[config.mk]
export PLATFORM = sky130hd
export DESIGN_NAME = uart_echo_ctl
export DESIGN_NICKNAME = d
export VERILOG_FILES = /design/src/rtl/uart_echo_ctl.sv
export SDC_FILE = /design/constraint.sdc
export NUM_CORES = 1
export LEC_CHECK = 0
export ABC_CLOCK_PERIOD_IN_PS = 5050
export CAP_MARGIN = 5
export CORE_AREA = 2 2 108 110
export CTS_CLUSTER_SIZE = 24
export DETAILED_ROUTE_END_ITERATION = 8
export DIE_AREA = 0 0 110 112
export PLACE_DENSITY = 0.67
export SETUP_SLACK_MARGIN = 0.15
export SYNTH_ARGS = -nofsm -noshare
export SYNTH_HDL_FRONTEND = slang
export SYNTH_SLANG_ARGS = --single-unit
[constraint.sdc]
create_clock -name clk -period 5.05 [get_ports clk]
set_input_delay 1.01 -clock clk [delete_from_list [all_inputs] [get_ports clk]]
set_output_delay 1.01 -clock clk [all_outputs]
set_load 0.02 [all_outputs]
[src/rtl/uart_echo_ctl.sv]
// UART echo controller: 2-flop synchronised RX, echo FIFO, TX gated by sw.
// Optional even parity is selected with `define UART_ECHO_PARITY_EN.
module uart_echo_ctl #(
  parameter int DATA_W       = 8,
  parameter int CLKS_PER_BIT = 16,
  parameter int FIFO_DEPTH   = 8
) (
  input  logic              clk,
  input  logic              rst,
  input  logic              rx,
  output logic              tx,
  input  logic              sw,
  output logic [DATA_W-1:0] led,
  output logic              rx_err,
  output logic              overrun,
  output logic              fifo_full,
  output logic [2:0]        rx_state,
  output logic [2:0]        tx_state
);

  localparam int CNT_W = $clog2(CLKS_PER_BIT);
  localparam int BIT_W = $clog2(DATA_W);
  localparam int AW    = $clog2(FIFO_DEPTH);

  localparam logic [CNT_W-1:0] BIT_END  = CNT_W'(CLKS_PER_BIT - 1);
  localparam logic [CNT_W-1:0] HALF_END = CNT_W'(CLKS_PER_BIT / 2 - 1);
  localparam logic [BIT_W-1:0] LAST_BIT = BIT_W'(DATA_W - 1);

  typedef enum logic [2:0] {
    S_IDLE  = 3'd0,
    S_START = 3'd1,
    S_DATA  = 3'd2,
    S_PAR   = 3'd3,
    S_STOP  = 3'd4
  } state_t;

  state_t rx_st;
  state_t tx_st;

  assign rx_state = rx_st;
  assign tx_state = tx_st;

  // Synchroniser plus one extra stage so the falling edge is seen on clean data.
  logic rx_meta;
  logic rx_sync;
  logic rx_prev;
  logic rx_fall;

  always_ff @(posedge clk or negedge rst) begin
    if (!rst) begin
      rx_meta <= 1'b1;
      rx_sync <= 1'b1;
      rx_prev <= 1'b1;
    end else begin
      rx_meta <= rx;
      rx_sync <= rx_meta;
      rx_prev <= rx_sync;
    end
  end

  assign rx_fall = rx_prev & ~rx_sync;

  // ---------------- receiver ----------------
  logic [CNT_W-1:0]  rx_cnt;
  logic [BIT_W-1:0]  rx_bit;
  logic [DATA_W-1:0] rx_shift;
  logic              push_req;
  logic              frame_ok;

`ifdef UART_ECHO_PARITY_EN
  logic rx_par_ok;
  assign frame_ok = rx_sync & rx_par_ok;
`else
  assign frame_ok = rx_sync;
`endif

  always_ff @(posedge clk or negedge rst) begin
    if (!rst) begin
      rx_st    <= S_IDLE;
      rx_cnt   <= '0;
      rx_bit   <= '0;
      rx_shift <= '0;
      push_req <= 1'b0;
      rx_err   <= 1'b0;
`ifdef UART_ECHO_PARITY_EN
      rx_par_ok <= 1'b0;
`endif
    end else begin
      push_req <= 1'b0;
      rx_err   <= 1'b0;
      case (rx_st)
        S_IDLE: begin
          if (rx_fall) begin
            rx_st  <= S_START;
            rx_cnt <= '0;
          end
        end
        S_START: begin
          if (rx_cnt == HALF_END) begin
            rx_cnt <= '0;
            rx_bit <= '0;
            rx_st  <= rx_sync ? S_IDLE : S_DATA;
          end else begin
            rx_cnt <= rx_cnt + 1'b1;
          end
        end
        S_DATA: begin
          if (rx_cnt == BIT_END) begin
            rx_cnt   <= '0;
            rx_shift <= {rx_sync, rx_shift[DATA_W-1:1]};
            if (rx_bit == LAST_BIT) begin
`ifdef UART_ECHO_PARITY_EN
              rx_st <= S_PAR;
`else
              rx_st <= S_STOP;
`endif
            end else begin
              rx_bit <= rx_bit + 1'b1;
            end
          end else begin
            rx_cnt <= rx_cnt + 1'b1;
          end
        end
`ifdef UART_ECHO_PARITY_EN
        S_PAR: begin
          if (rx_cnt == BIT_END) begin
            rx_cnt    <= '0;
            rx_par_ok <= ~(^{rx_sync, rx_shift});
            rx_st     <= S_STOP;
          end else begin
            rx_cnt <= rx_cnt + 1'b1;
          end
        end
`endif
        S_STOP: begin
          if (rx_cnt == BIT_END) begin
            rx_cnt <= '0;
            rx_st  <= S_IDLE;
            if (frame_ok) push_req <= 1'b1;
            else          rx_err   <= 1'b1;
          end else begin
            rx_cnt <= rx_cnt + 1'b1;
          end
        end
        default: rx_st <= S_IDLE;
      endcase
    end
  end

  // ---------------- echo FIFO ----------------
  // push_req is a one-cycle valid with no back-pressure: the word is taken if
  // there is room (or a pop frees a slot in the same cycle), else dropped.
  // pop fires only when TX is idle, sw is high and the FIFO is not empty.
  logic [AW:0]       wr_ptr;
  logic [AW:0]       rd_ptr;
  logic [DATA_W-1:0] mem [FIFO_DEPTH];
  logic              fifo_empty;
  logic              pop;
  logic              do_push;

  assign fifo_empty = (wr_ptr == rd_ptr);
  assign fifo_full  = (wr_ptr[AW] != rd_ptr[AW]) && (wr_ptr[AW-1:0] == rd_ptr[AW-1:0]);
  assign pop        = (tx_st == S_IDLE) && sw && !fifo_empty;
  assign do_push    = push_req && (!fifo_full || pop);

  always_ff @(posedge clk) begin
    if (do_push) mem[wr_ptr[AW-1:0]] <= rx_shift;
  end

  always_ff @(posedge clk or negedge rst) begin
    if (!rst) begin
      wr_ptr  <= '0;
      rd_ptr  <= '0;
      led     <= '0;
      overrun <= 1'b0;
    end else begin
      if (push_req) begin
        led <= rx_shift;
        if (do_push) wr_ptr  <= wr_ptr + 1'b1;
        else         overrun <= 1'b1;
      end
      if (pop) rd_ptr <= rd_ptr + 1'b1;
    end
  end

  // ---------------- transmitter ----------------
  logic [CNT_W-1:0]  tx_cnt;
  logic [BIT_W-1:0]  tx_bit;
  logic [DATA_W-1:0] tx_shift;
`ifdef UART_ECHO_PARITY_EN
  logic tx_par;
`endif

  always_ff @(posedge clk or negedge rst) begin
    if (!rst) begin
      tx_st    <= S_IDLE;
      tx_cnt   <= '0;
      tx_bit   <= '0;
      tx_shift <= '0;
      tx       <= 1'b1;
`ifdef UART_ECHO_PARITY_EN
      tx_par   <= 1'b0;
`endif
    end else begin
      case (tx_st)
        S_IDLE: begin
          tx <= 1'b1;
          if (pop) begin
            tx_shift <= mem[rd_ptr[AW-1:0]];
`ifdef UART_ECHO_PARITY_EN
            tx_par   <= ^mem[rd_ptr[AW-1:0]];
`endif
            tx       <= 1'b0;
            tx_cnt   <= '0;
            tx_st    <= S_START;
          end
        end
        S_START: begin
          if (tx_cnt == BIT_END) begin
            tx_cnt <= '0;
            tx_bit <= '0;
            tx     <= tx_shift[0];
            tx_st  <= S_DATA;
          end else begin
            tx_cnt <= tx_cnt + 1'b1;
          end
        end
        S_DATA: begin
          if (tx_cnt == BIT_END) begin
            tx_cnt <= '0;
            if (tx_bit == LAST_BIT) begin
`ifdef UART_ECHO_PARITY_EN
              tx    <= tx_par;
              tx_st <= S_PAR;
`else
              tx    <= 1'b1;
              tx_st <= S_STOP;
`endif
            end else begin
              tx_bit   <= tx_bit + 1'b1;
              tx       <= tx_shift[1];
              tx_shift <= tx_shift >> 1;
            end
          end else begin
            tx_cnt <= tx_cnt + 1'b1;
          end
        end
`ifdef UART_ECHO_PARITY_EN
        S_PAR: begin
          if (tx_cnt == BIT_END) begin
            tx_cnt <= '0;
            tx     <= 1'b1;
            tx_st  <= S_STOP;
          end else begin
            tx_cnt <= tx_cnt + 1'b1;
          end
        end
`endif
        S_STOP: begin
          if (tx_cnt == BIT_END) begin
            tx_cnt <= '0;
            tx_st  <= S_IDLE;
          end else begin
            tx_cnt <= tx_cnt + 1'b1;
          end
        end
        default: begin
          tx    <= 1'b1;
          tx_st <= S_IDLE;
        end
      endcase
    end
  end

endmodule

# After elaboration in Yosys (flattened, before gate mapping)
# Memories as Yosys holds them, arrays and structs flattened.
# Index checks and enable logic that the tools add are counted.
[classes]
muxes = 44
addsub = 6
n_reduce_logical = 27
div = 0
n_lt_le_gt_ge = 0
multipliers = 0
shift = 0
bitwise_logic = 4
n_eq_ne = 26
[ops]
columns = ["operator", "n"]
rows = [
  ["$mux W3", 15],
  ["$mux W8", 3],
  ["$ne A2 B2 Y1 const B", 12],
  ["$pmux W3 S4", 2],
  ["$mux W4", 5],
  ["$add A4 B1 Y4 const B", 4],
  ["$pmux W8 S2", 1],
  ["$eq A3 B3 Y1 const B", 4],
  ["$mux W1", 12],
  ["$pmux W3 S2", 2],
  ["$pmux W4 S3", 1],
  ["$reduce_and A4 Y1", 3],
  ["$reduce_and A2 Y1", 5],
  ["$reduce_and A5 Y1", 2],
  ["$eq A4 B4 Y1 const B", 2],
  ["$pmux W4 S2", 1],
  ["$reduce_bool A2 Y1", 4],
  ["$add A3 B1 Y3 const B", 2],
  ["$eq A3 B1 Y1 const B", 2],
  ["$eq A3 B2 Y1 const B", 2],
  ["$logic_not A3 Y1", 2],
  ["$eq A4 B3 Y1 const B", 1],
  ["$eq A4 B4 Y1", 1],
  ["$logic_and A1 B1 Y1", 4],
  ["12 further kinds", 15],
]
[totals]
latch_bits = 0
ram_bits = 64
n_memories = 1
input_bits = 4
regBits = 59
output_inout_bits = 18
wordCells = 126
rom_bits = 0
[mem_list]
columns = ["memory", "depth", "width", "read_ports", "rd_clocked_by_memory_dff", "wr", "line_no", "text"]
rows = [
  ["mem", 8, 8, 1, 0, 1, "156", "logic [DATA_W-1:0] mem [FIFO_DEPTH];"],
]

# Depth between registers and ports, before layout
# Gate-level depths: netlist (run 1).
[depth]
word_depth = 7
depth_mapped = 7
mapped_depth_nobuf = 6

# Least setup slack after synthesis (run 1)
# Ideal clock, no wire load.
[synth_timing]
path_type = "input -> register"
from = "in sw"
to = "mem mem[1][0], enable pin"
setup_ns = 0.395
setup_slack_ns = 2.329
cell_stages = 4
arrival_ns = 2.327
path_buffers = 1
required_time_ns = 4.655
cell_sequence = "nand3_1 a21bo_1 buf_6 nor4_1"
[synth_via]
elab_chain_cells = 6
[synth_lines]
columns = ["item", "line_no", "text"]
rows = [
  ["start: declaration", "12", "input logic sw,"],
  ["$logic_and A1 B1 Y1 (2 in series)", "163", "assign pop = (tx_st == S_IDLE) && sw && !fifo_empty;"],
  ["$logic_or A1 B1 Y1", "164", "assign do_push = push_req && (!fifo_full || pop);"],
  ["$logic_and A1 B1 Y1", "164", ""],
  ["$mux W1", "167", "if (do_push) mem[wr_ptr[AW-1:0]] <= rx_shift;"],
  ["$mux W1 (not written as such)", "167", ""],
  ["end: declaration", "156", ""],
]
# Every way passes these cells.

# Worst setup path after layout (run 1)
[layout_timing]
from = "reg rd_ptr[1]"
to = "out fifo_full"
[layout_via]
elab_chain_cells = 2
[layout_lines]
columns = ["item", "line_no", "text"]
rows = [
  ["start: declaration", "155", "logic [AW:0] rd_ptr;"],
  ["start signal: assignment", "182", "if (pop) rd_ptr <= rd_ptr + 1'b1;"],
  ["$eq A3 B3 Y1", "162", "assign fifo_full = (wr_ptr[AW] != rd_ptr[AW]) && (wr_ptr[AW-1:0] == rd_ptr[AW-1:0]);"],
  ["$logic_and A1 B1 Y1", "162", ""],
  ["end: declaration", "16", "output logic fifo_full,"],
]
# Every way passes these cells.

==> results.sh, run 1 <==
export IMPL_async_flop_share_pct=48.0
export IMPL_core_sq_um=11200
export IMPL_row_count=39
export IMPL_routabilityCongestion=0.817
export IMPL_grt_usage_pct=19.2
export IMPL_ir_drop_v=0.000374
export IMPL_slowest_delay_ns=0.64
export IMPL_pwr_share_seq_pct=45.4
export IMPL_slew_viol_final=0
export IMPL_insertion_delay_ns=0.42
export IMPL_worstPathArrival_ns=2.34
export IMPL_antenna_found_initial=0
export IMPL_cts_setup_buffers=0
export IMPL_cts_tree="yes"
export IMPL_cp_top_family="buffers and inverters"
export IMPL_ys_ff_latch=123
export IMPL_avgSynthCellArea_sq_um=13.9
export IMPL_critPathLaunchType="flip-flop"
export IMPL_max_clock_path_buffers=2
export IMPL_relSlewSlack_pct=26.8
export IMPL_nets=425
export IMPL_clkPwrFrac_pct=47.9
export IMPL_synth_edff_count=64
export IMPL_p_int_mw=1.90
export IMPL_p_per_area_nw_per_um2=392
export IMPL_antenna_cells=0
export IMPL_hold_violations=0
export IMPL_synthCells=391
export IMPL_layout_drive_gt1_share_pct=19.2
export IMPL_hold_path_class="reg2reg"
export IMPL_final_antenna_net_count=0
export IMPL_fillers=925
export IMPL_layout_min_cycle_time_ns=3.35
export IMPL_crit_chain="buf_4 > xnor2_1 > and4_1 > clkdlybuf4s50_1"
export IMPL_ys_seq_area_share_pct=62.8
export IMPL_die_area_sq_um=12300
export IMPL_dieWidth_um=110
export IMPL_post_route_period_util_pct=66.3
export IMPL_dpl_hpwl_mm=7.01
export IMPL_grt_max_degree=60
export IMPL_firstDrtPassIters=4
export IMPL_synthToLayoutAreaGrowth_pct=16.0
export IMPL_drt_iter0_drc=178
export IMPL_end_kind="output port"
export IMPL_worst_path_max_fanout=33
export IMPL_synth_cell_types=53
export IMPL_die_h_um=112
export IMPL_timing_fmax_ghz=0.299
export IMPL_cts_sinks=123
export IMPL_fin_ws_ns=1.70
export IMPL_required_ns=4.04
export IMPL_clock_skew_ns=0.00902
export IMPL_clk_pin_slew_ns=0.05
export IMPL_multiInputGateArea_sq_um=1840
export IMPL_seq_area_sq_um=3400
export IMPL_clk_root_buffer_cell="clkbuf_16"
export IMPL_grt_pass1_vias=3303
export IMPL_holdBufCountCts=0
export IMPL_switching_share_pct=22.8
export IMPL_grt_overflow=0
export IMPL_vias=3199
export IMPL_comb_power_share_pct=6.7
export IMPL_ios=22
export IMPL_finalSetupViolCount=0
export IMPL_maxCapViolCount=0
export IMPL_ys_flop_type="edfxtp_1"
export IMPL_cellLeakagePower_nw=2.43
export IMPL_layout_commonest_cell="edfxtp_1"
export IMPL_power_switching_mw=0.562
export IMPL_syn_nets=403
export IMPL_grt_pass1_wl_mm=17.4
export IMPL_cts_buffers=17
export IMPL_port_buffers=21
export IMPL_post_drt_via_cell_ratio=5.62
export IMPL_status="finished clean"
export IMPL_crit_buf_inv=2
export IMPL_fin_tns_setup_ns=0
export IMPL_synth_area_sq_um=5420
export IMPL_place_worst_setup_slack_ns=1.62
export IMPL_drc=0
export IMPL_cts_repair_resized=0
export IMPL_rsz0062_at_grt="no"
export IMPL_initial_core_util_pct=48.5
export IMPL_htree_levels=4
export IMPL_crit_slowest_cell="clkdlybuf4s50_1"
export IMPL_max_slew_worst_pin_slew_ns=1.09
export IMPL_wl_per_cell_um=18.4
export IMPL_synth_yosys_warnings=0
export IMPL_totalWireLength_mm=10.5
export IMPL_path_class="reg2out"
export IMPL_final_cell_mix="64 x edfxtp_1, 55 x dfrtp_1, 29 x mux2_2, 28 x mux2i_1, 26 x nand2_1"
==> final cells by class <==
| class | count | share of cell area, % |
|---|---|---|
| clock buffer | 19 | 7.05 |
| clock inverter | 13 | 2.25 |
| timing repair buffer | 25 | 3.74 |
| sequential | 123 | 54.2 |
| multi-input combinational | 236 | 29.4 |
| tap | 143 | 2.85 |
| inverter | 10 | 0.597 |
==> cell families after synthesis <==
logic type      share of synthesized area (%)
flops                                    62.8
simple gates                             8.82
compound gates                           8.36
mux                                      12.7
buf+inv                                  3.14
xor+xnor                                 2.10
fa+ha+maj                                2.03
==> state kept, by name (all words and copies together), names as in the netlist, 3 cells and up <==
signal	cells
rx_shift	8
rx_cnt	4
tx_state	3
rx_bit	3
rd_ptr	4
led	8
wr_ptr	4
tx_shift	8
tx_cnt	4
tx_bit	3
rx_state	3
mem	64
==> per-stage QoR <==
stage / total power [mW] / cells / area [sq um] / util, % / hold slack [ns]
global route: 2.56 / 569 / 6280 / 56.2 / 0.365
floorplan: 1.25 / 391 / 5420 / - / 0.345
CTS: 2.49 / 569 / 6280 / 56.2 / 0.363
detailed placement: 1.30 / 537 / 5700 / 51.0 / 0.354
global placement: 1.30 / 537 / 5700 / 51.0 / 0.350
finish: 2.46 / 569 / 6280 / 56.2 / 0.360
==> synthesized netlist by cell type, drive strengths merged, types with 3 or more instances <==
cell	count	share of area [%]
and3	3	0.35
xnor2	9	1.5
dfrtp	55	25
dfstp	4	1.9
o22ai	3	0.35
ha	8	1.8
mux4	3	1.2
clkbuf	5	0.35
a22oi	7	0.97
a32o	6	1.1
nor2b	9	1.0
nand2	26	1.8
nor3	10	0.92
a21oi	18	1.9
inv	10	0.69
mux2i	28	5.2
nor2	13	0.90
edfxtp	64	35
o21ai	9	0.83
buf	17	2.1
nand3	6	0.55
nand2b	5	0.58
nand4	3	0.35
mux2	30	6.3
o211ai	3	0.42
xor2	4	0.65
a22o	3	0.49
==> power groups by stage <==
stage | Clock, mW | Sequential [mW] | Combinational [mW]
finish | 1.18 | 1.12 | 0.166
global route | 1.25 | 1.12 | 0.189
CTS | 1.20 | 1.12 | 0.168
detailed placement | 0 | 1.13 | 0.167
global placement | 0 | 1.13 | 0.163
floorplan | 0 | 1.12 | 0.128
==> final timing paths <==
| path | from | cells past startpoint | slack, ns | to |
|---|---|---|---|---|
| max in group asynchronous | rst | 2 | 3.82 | rx_shift[5]$_DFFE_PN0P_ |
| min in group asynchronous | rst | 2 | 0.73 | tx_shift[4]$_DFFE_PN0P_ |
| worst min register to register | rx_meta$_DFF_PN1_ | 0 | 0.36 | frame_ok$_DFF_PN1_ |
| worst min-delay path | rx_meta$_DFF_PN1_ | 0 | 0.36 | frame_ok$_DFF_PN1_ |
| worst max register to register | rd_ptr[1]$_DFFE_PN0P_ | 5 | 2.26 | mem[4][0]$_DFFE_PP_ |
| worst max-delay path | rd_ptr[1]$_DFFE_PN0P_ | 4 | 1.70 | fifo_full |
==> per-layer routing <==
metal / vias to the layer above / track usage (%) / part of all wire [%]
li1: 1517 / - / -
met1: 1614 / 26.1 / 46
met2: 53 / 29.1 / 49
met3: 15 / 5.68 / 3.7
met4: 0 / 7.59 / 1.5
met5: - / 0 / 0
Power figures use the tool's default switching activity.
==> run 2: changes to the inputs <==
Settings changed: ABC_CLOCK_PERIOD_IN_PS 5050 to 2790, PLACE_DENSITY 0.67 to 0.7.
Clock period 5.05 ns to 2.79 ns, I/O delays scaled along.
==> run 2 against run 1 <==
Compared with the run above:
- global-route usage is 0.76 points lower
- core utilization is 0.36 points higher
- sequential share of layout area fell by 0.34 points
- sequential power increased by 80%
- worst hold slack got worse by 0.23 ns
- count of clock-buffer cells in the layout is 7 higher
- clock power grew 66%
- combinational power rose by 84%
==> results.sh, run 2 (synthesis gave the netlist of run 1 again) <==
export IMPL_end_kind="output port"
export IMPL_die_h_um=112
export IMPL_path_class="reg2out"
export IMPL_grt_usage_pct=18.5
export IMPL_cts_repair_resized=1
export IMPL_worstSetupStartpoint="wr_ptr[2]$_DFFE_PN0P_"
export IMPL_cts_setup_buffers=0
export IMPL_rsz0062_at_grt="no"
export IMPL_crit_path_end="fifo_full"
export IMPL_p_per_area_nw_per_um2=679
export IMPL_finish_utilization_pct=56.6
export IMPL_dpl_cell_area_sq_um=5790
export IMPL_max_clock_path_buffers=2
export IMPL_holdBufCountCts=0
export IMPL_rr_endpoint="mem[3][0]$_DFFE_PP_"
export IMPL_post_drt_via_cell_ratio=5.60
export IMPL_largest_register_ffs=64
export IMPL_comb_power_share_pct=7.1
export IMPL_drt_iter0_drc=221
export IMPL_switching_share_pct=22.2
export IMPL_totalWireLength_mm=10.4
export IMPL_clkPwrFrac_pct=45.8
export IMPL_worst_path_max_fanout=9
export IMPL_dieWidth_um=110
export IMPL_antenna_cells=0
export IMPL_reg2reg_slack_ns=0.69
export IMPL_clk_pin_slew_ns=0.05
export IMPL_final_antenna_net_count=0
export IMPL_grt_max_degree=41
export IMPL_ir_drop_v=0.000661
export IMPL_required_ns=2.23
export IMPL_maxCapViolCount=0
export IMPL_antenna_found_initial=0
export IMPL_initial_core_util_pct=48.5
export IMPL_power_switching_mw=0.954
export IMPL_pwr_share_seq_pct=47.1
export IMPL_cts_sinks=123
export IMPL_cellLeakagePower_nw=2.47
export IMPL_firstDrtPassIters=4
export IMPL_row_count=39
export IMPL_insertion_delay_ns=0.40
export IMPL_max_slew_worst_pin_slew_ns=0.828
export IMPL_post_route_period_util_pct=86.3
export IMPL_timing_fmax_ghz=0.415
export IMPL_port_buffers=21
export IMPL_finalInstanceArea_sq_um=6320
export IMPL_dpl_hpwl_mm=7.13
export IMPL_layout_drive_gt1_share_pct=19.7
export IMPL_critPathLaunchType="flip-flop"
export IMPL_hold_path_class="in2async"
export IMPL_fin_tns_setup_ns=0
export IMPL_cts_tree="yes"
export IMPL_rr_worst_depth=5
export IMPL_grt_pass1_wl_mm=16.9
export IMPL_final_cell_mix="64 x edfxtp_1, 55 x dfrtp_1, 29 x mux2_2, 28 x mux2i_1, 26 x nand2_1"
export IMPL_clock_skew_ns=0.00890
export IMPL_ios=22
export IMPL_cts_buffers=17
export IMPL_htree_levels=4
export IMPL_synthToLayoutAreaGrowth_pct=16.7
export IMPL_hold_violations=0
export IMPL_worstPathArrival_ns=1.85
export IMPL_layout_min_cycle_time_ns=2.41
export IMPL_core_sq_um=11200
export IMPL_finalSetupViolCount=0
export IMPL_die_area_sq_um=12300
export IMPL_vias=3245
export IMPL_grt_overflow=0
export IMPL_layout_commonest_cell="edfxtp_1"
export IMPL_drc=0
export IMPL_status="finished clean"
export IMPL_grt_pass1_vias=3277
export IMPL_relSlewSlack_pct=44.6
export IMPL_nets=435
export IMPL_slew_viol_final=0
export IMPL_clk_root_buffer_cell="clkbuf_16"
export IMPL_p_total_mw=4.29
export IMPL_wl_per_cell_um=17.9
export IMPL_routabilityCongestion=0.801
export IMPL_p_int_mw=3.34
export IMPL_r2r_start="tx_state[1]$_DFFE_PN0P_"
==> run 2: how the worst min path moves through the flow <==
| stage | end | slack (ns) | cells past startpoint |
|---|---|---|---|
| floorplan | led[0]$_DFFE_PN0P_ | 0.26 | 0 |
| global placement | frame_ok$_DFF_PN1_ | 0.35 | 0 |
| detailed placement | frame_ok$_DFF_PN1_ | 0.35 | 0 |
| CTS | tx_state[2]$_DFFE_PN0P_ | 0.14 | 1 |
| global route | rx_shift[5]$_DFFE_PN0P_ | 0.15 | 1 |
| finish | rx_shift[5]$_DFFE_PN0P_ | 0.13 | 1 |
==> run 2: cell type report <==
class,instances,area (sq um)
Fill cell,914,4850
Sequential cell,123,3400
Multi-Input combinational cell,236,1840
Clock buffer,26,502
Timing Repair Buffer,35,322
Tap cell,143,179
Inverter,10,37.5
Clock inverter,6,36.3
==> run 2: power by group through the flow <==
stage | registers [mW] | logic (mW) | clock network [mW]
after floorplan | 2.03 | 0.232 | 0
after global placement | 2.05 | 0.298 | 0
after detailed placement | 2.05 | 0.307 | 0
after CTS | 2.02 | 0.308 | 2.00
after global routing | 2.03 | 0.346 | 2.07
final | 2.02 | 0.305 | 1.96
==> run 2: per-layer routing <==
layer	GRT usage, %	routed length (um)	up-vias
met5	0	0	-
met4	7.17	131	0
met3	4.86	496	15
met2	28.7	5070	76
met1	24.8	4660	1628
li1	-	-	1526
==> run 2: critical path, cell delays in order (launching register included) <==
cell and delay [ns]:
dfrtp_1 0.49, xnor2_1 0.28, and4_1 0.32, dlygate4sd2_1 0.36
==> run 2: per-stage QoR <==
stage / hold slack, ns / setup slack (ns) / instances
2_1_floorplan: 0.262 / 0.296 / 391
3_3_place_gp: 0.347 / 0.484 / 547
3_5_place_dp: 0.347 / 0.459 / 547
4_1_cts: 0.136 / 0.370 / 579
5_1_grt: 0.153 / 0.291 / 579
6_report: 0.132 / 0.382 / 579
==> run 3: changes to the inputs <==
Settings changed: CORE_AREA 2 2 108 110 to 2 2 99 120, DIE_AREA 0 0 110 112 to 0 0 101 122.
==> run 3 against run 2 <==
Compared with the run above:
- routed wire length is 1.1% higher
- register-to-register slack worse by 0.14 ns
- worst hold slack better by 0.0076 ns
- count of clock-buffer cells in the layout fell by 8
- clock skew fell by 0.00095 ns
- global-route usage down 0.057 points
- via count down 1.1%
- first-iteration DRC count shrank 21%
- critical path depth is the same
- clock power is 11% higher
- total power rose by 4.9%
- sequential cell count stayed put
- largest power group is now the clock network
==> results.sh, run 3 (synthesis gave the netlist of run 1 again) <==
export IMPL_insertion_delay_ns=0.41
export IMPL_dpl_hpwl_mm=7.08
export IMPL_worstPathArrival_ns=1.91
export IMPL_hold_violations=0
export IMPL_cp_depth=3
export IMPL_rsz0062_at_grt="no"
export IMPL_layout_drive_gt1_share_pct=21.1
export IMPL_cts_sinks=123
export IMPL_firstDrtPassIters=4
export IMPL_finish_utilization_pct=56.3
export IMPL_p_per_area_nw_per_um2=707
export IMPL_seq_area_sq_um=3400
export IMPL_timing_fmax_ghz=0.405
export IMPL_routabilityCongestion=0.851
export IMPL_grt_max_degree=38
export IMPL_totalWireLength_mm=10.5
export IMPL_maxCapViolCount=0
export IMPL_p_total_mw=4.50
export IMPL_post_drt_via_cell_ratio=5.63
export IMPL_die_area_sq_um=12300
export IMPL_slowest_delay_ns=0.50
export IMPL_layout_commonest_cell="edfxtp_1"
export IMPL_fin_tns_setup_ns=0
export IMPL_final_cell_mix="64 x edfxtp_1, 55 x dfrtp_1, 29 x mux2_2, 28 x mux2i_1, 26 x nand2_1"
export IMPL_end_kind="output port"
export IMPL_drt_iter0_drc=175
export IMPL_htree_levels=4
export IMPL_max_clock_path_buffers=2
export IMPL_vias=3209
export IMPL_clock_skew_ns=0.00796
export IMPL_max_slew_worst_pin_slew_ns=0.743
export IMPL_cts_buffers=17
export IMPL_row_count=43
export IMPL_final_antenna_net_count=0
export IMPL_hold_path_class="in2async"
export IMPL_critPathLaunchType="flip-flop"
export IMPL_nets=434
export IMPL_path_class="reg2out"
export IMPL_dpl_cell_area_sq_um=5770
export IMPL_synthToLayoutAreaGrowth_pct=17.5
export IMPL_finalSetupViolCount=0
export IMPL_finalInstanceArea_sq_um=6360
export IMPL_ir_drop_v=0.000508
export IMPL_cp_top_family="flip-flops"
export IMPL_post_route_period_util_pct=88.4
export IMPL_clk_root_buffer_cell="clkbuf_16"
export IMPL_crit_buf_inv=1
export IMPL_fillers=914
export IMPL_rr_worst_depth=5
export IMPL_grt_overflow=0
export IMPL_dieWidth_um=101
export IMPL_wl_per_cell_um=18.4
export IMPL_grt_pass1_vias=3268
export IMPL_initial_core_util_pct=48.0
export IMPL_die_h_um=122
export IMPL_layout_min_cycle_time_ns=2.47
export IMPL_largest_register_ffs=64
export IMPL_cellLeakagePower_nw=2.50
export IMPL_worst_path_max_fanout=9
export IMPL_ios=22
export IMPL_antenna_found_initial=0
export IMPL_cts_tree="yes"
export IMPL_grt_usage_pct=18.4
export IMPL_antenna_cells=0
export IMPL_core_sq_um=11300
export IMPL_drc=0
export IMPL_status="finished clean"
export IMPL_port_buffers=21
export IMPL_relSlewSlack_pct=50.3
export IMPL_clk_pin_slew_ns=0.06
export IMPL_crit_slowest_cell="dfrtp_1"
export IMPL_crit_chain="xnor2_1 > and4_1 > dlygate4sd2_1"
export IMPL_grt_pass1_wl_mm=16.9
export IMPL_slew_viol_final=0
export IMPL_required_ns=2.23
export IMPL_multiInputGateArea_sq_um=1840
==> run 3: layout make-up <==
| class | count | area share, % |
|---|---|---|
| flip-flops and latches | 123 | 53.5 |
| well taps | 135 | 2.65 |
| clock inverters | 14 | 2.28 |
| repair buffers | 34 | 4.94 |
| clock buffers | 18 | 7.08 |
| multi-input cells | 236 | 29.0 |
| inverters | 10 | 0.590 |
==> run 3: worst paths after layout <==
path	to	from	slack, ns
worst max-delay path	fifo_full	wr_ptr[2]$_DFFE_PN0P_	0.32
worst min-delay path	tx_shift[3]$_DFFE_PN0P_	rst	0.14
worst max register to register	mem[2][2]$_DFFE_PP_	tx_state[1]$_DFFE_PN0P_	0.55
worst min register to register	frame_ok$_DFF_PN1_	rx_meta$_DFF_PN1_	0.37
max in group asynchronous	rx_prev$_DFF_PN1_	rst	1.98
min in group clk	frame_ok$_DFF_PN1_	rx_meta$_DFF_PN1_	0.37
==> run 3: timing repair <==
| action | 4_1_cts | 5_1_grt |
|---|---|---|
| setup endpoints to repair | 1 | 0 |
| gates resized for setup | 1 | 0 |
| buffers inserted | 0 | 0 |
| hold buffers | 0 | 0 |
==> run 3: power by group <==
| group | switching [mW] | leakage (nW) | internal (mW) | total, mW |
|---|---|---|---|---|
| Combinational | 0.150 | 0.843 | 0.150 | 0.300 |
| Sequential | 0.0685 | 1.37 | 1.95 | 2.02 |
| Clock | 0.869 | 0.293 | 1.31 | 2.18 |
| Total | 1.09 | 2.50 | 3.41 | 4.50 |
==> run 3: through the flow <==
step	worst slack, ns	hold WS [ns]	cells
4_1_cts	0.301	0.146	570
5_1_grt	0.257	0.184	570
6_report	0.324	0.139	570
3_5_place_dp	0.292	0.356	538
3_3_place_gp	0.357	0.347	538
2_1_floorplan	0.296	0.262	391
==> run 3: metal layers <==
layer | routed length (um) | part of all wire (%) | global-route usage [%]
met4 | 129 | 1.2 | 6.33
met2 | 5380 | 51 | 31.4
met3 | 294 | 2.8 | 4.48
met1 | 4670 | 45 | 22.9
met5 | 0 | 0 | 0
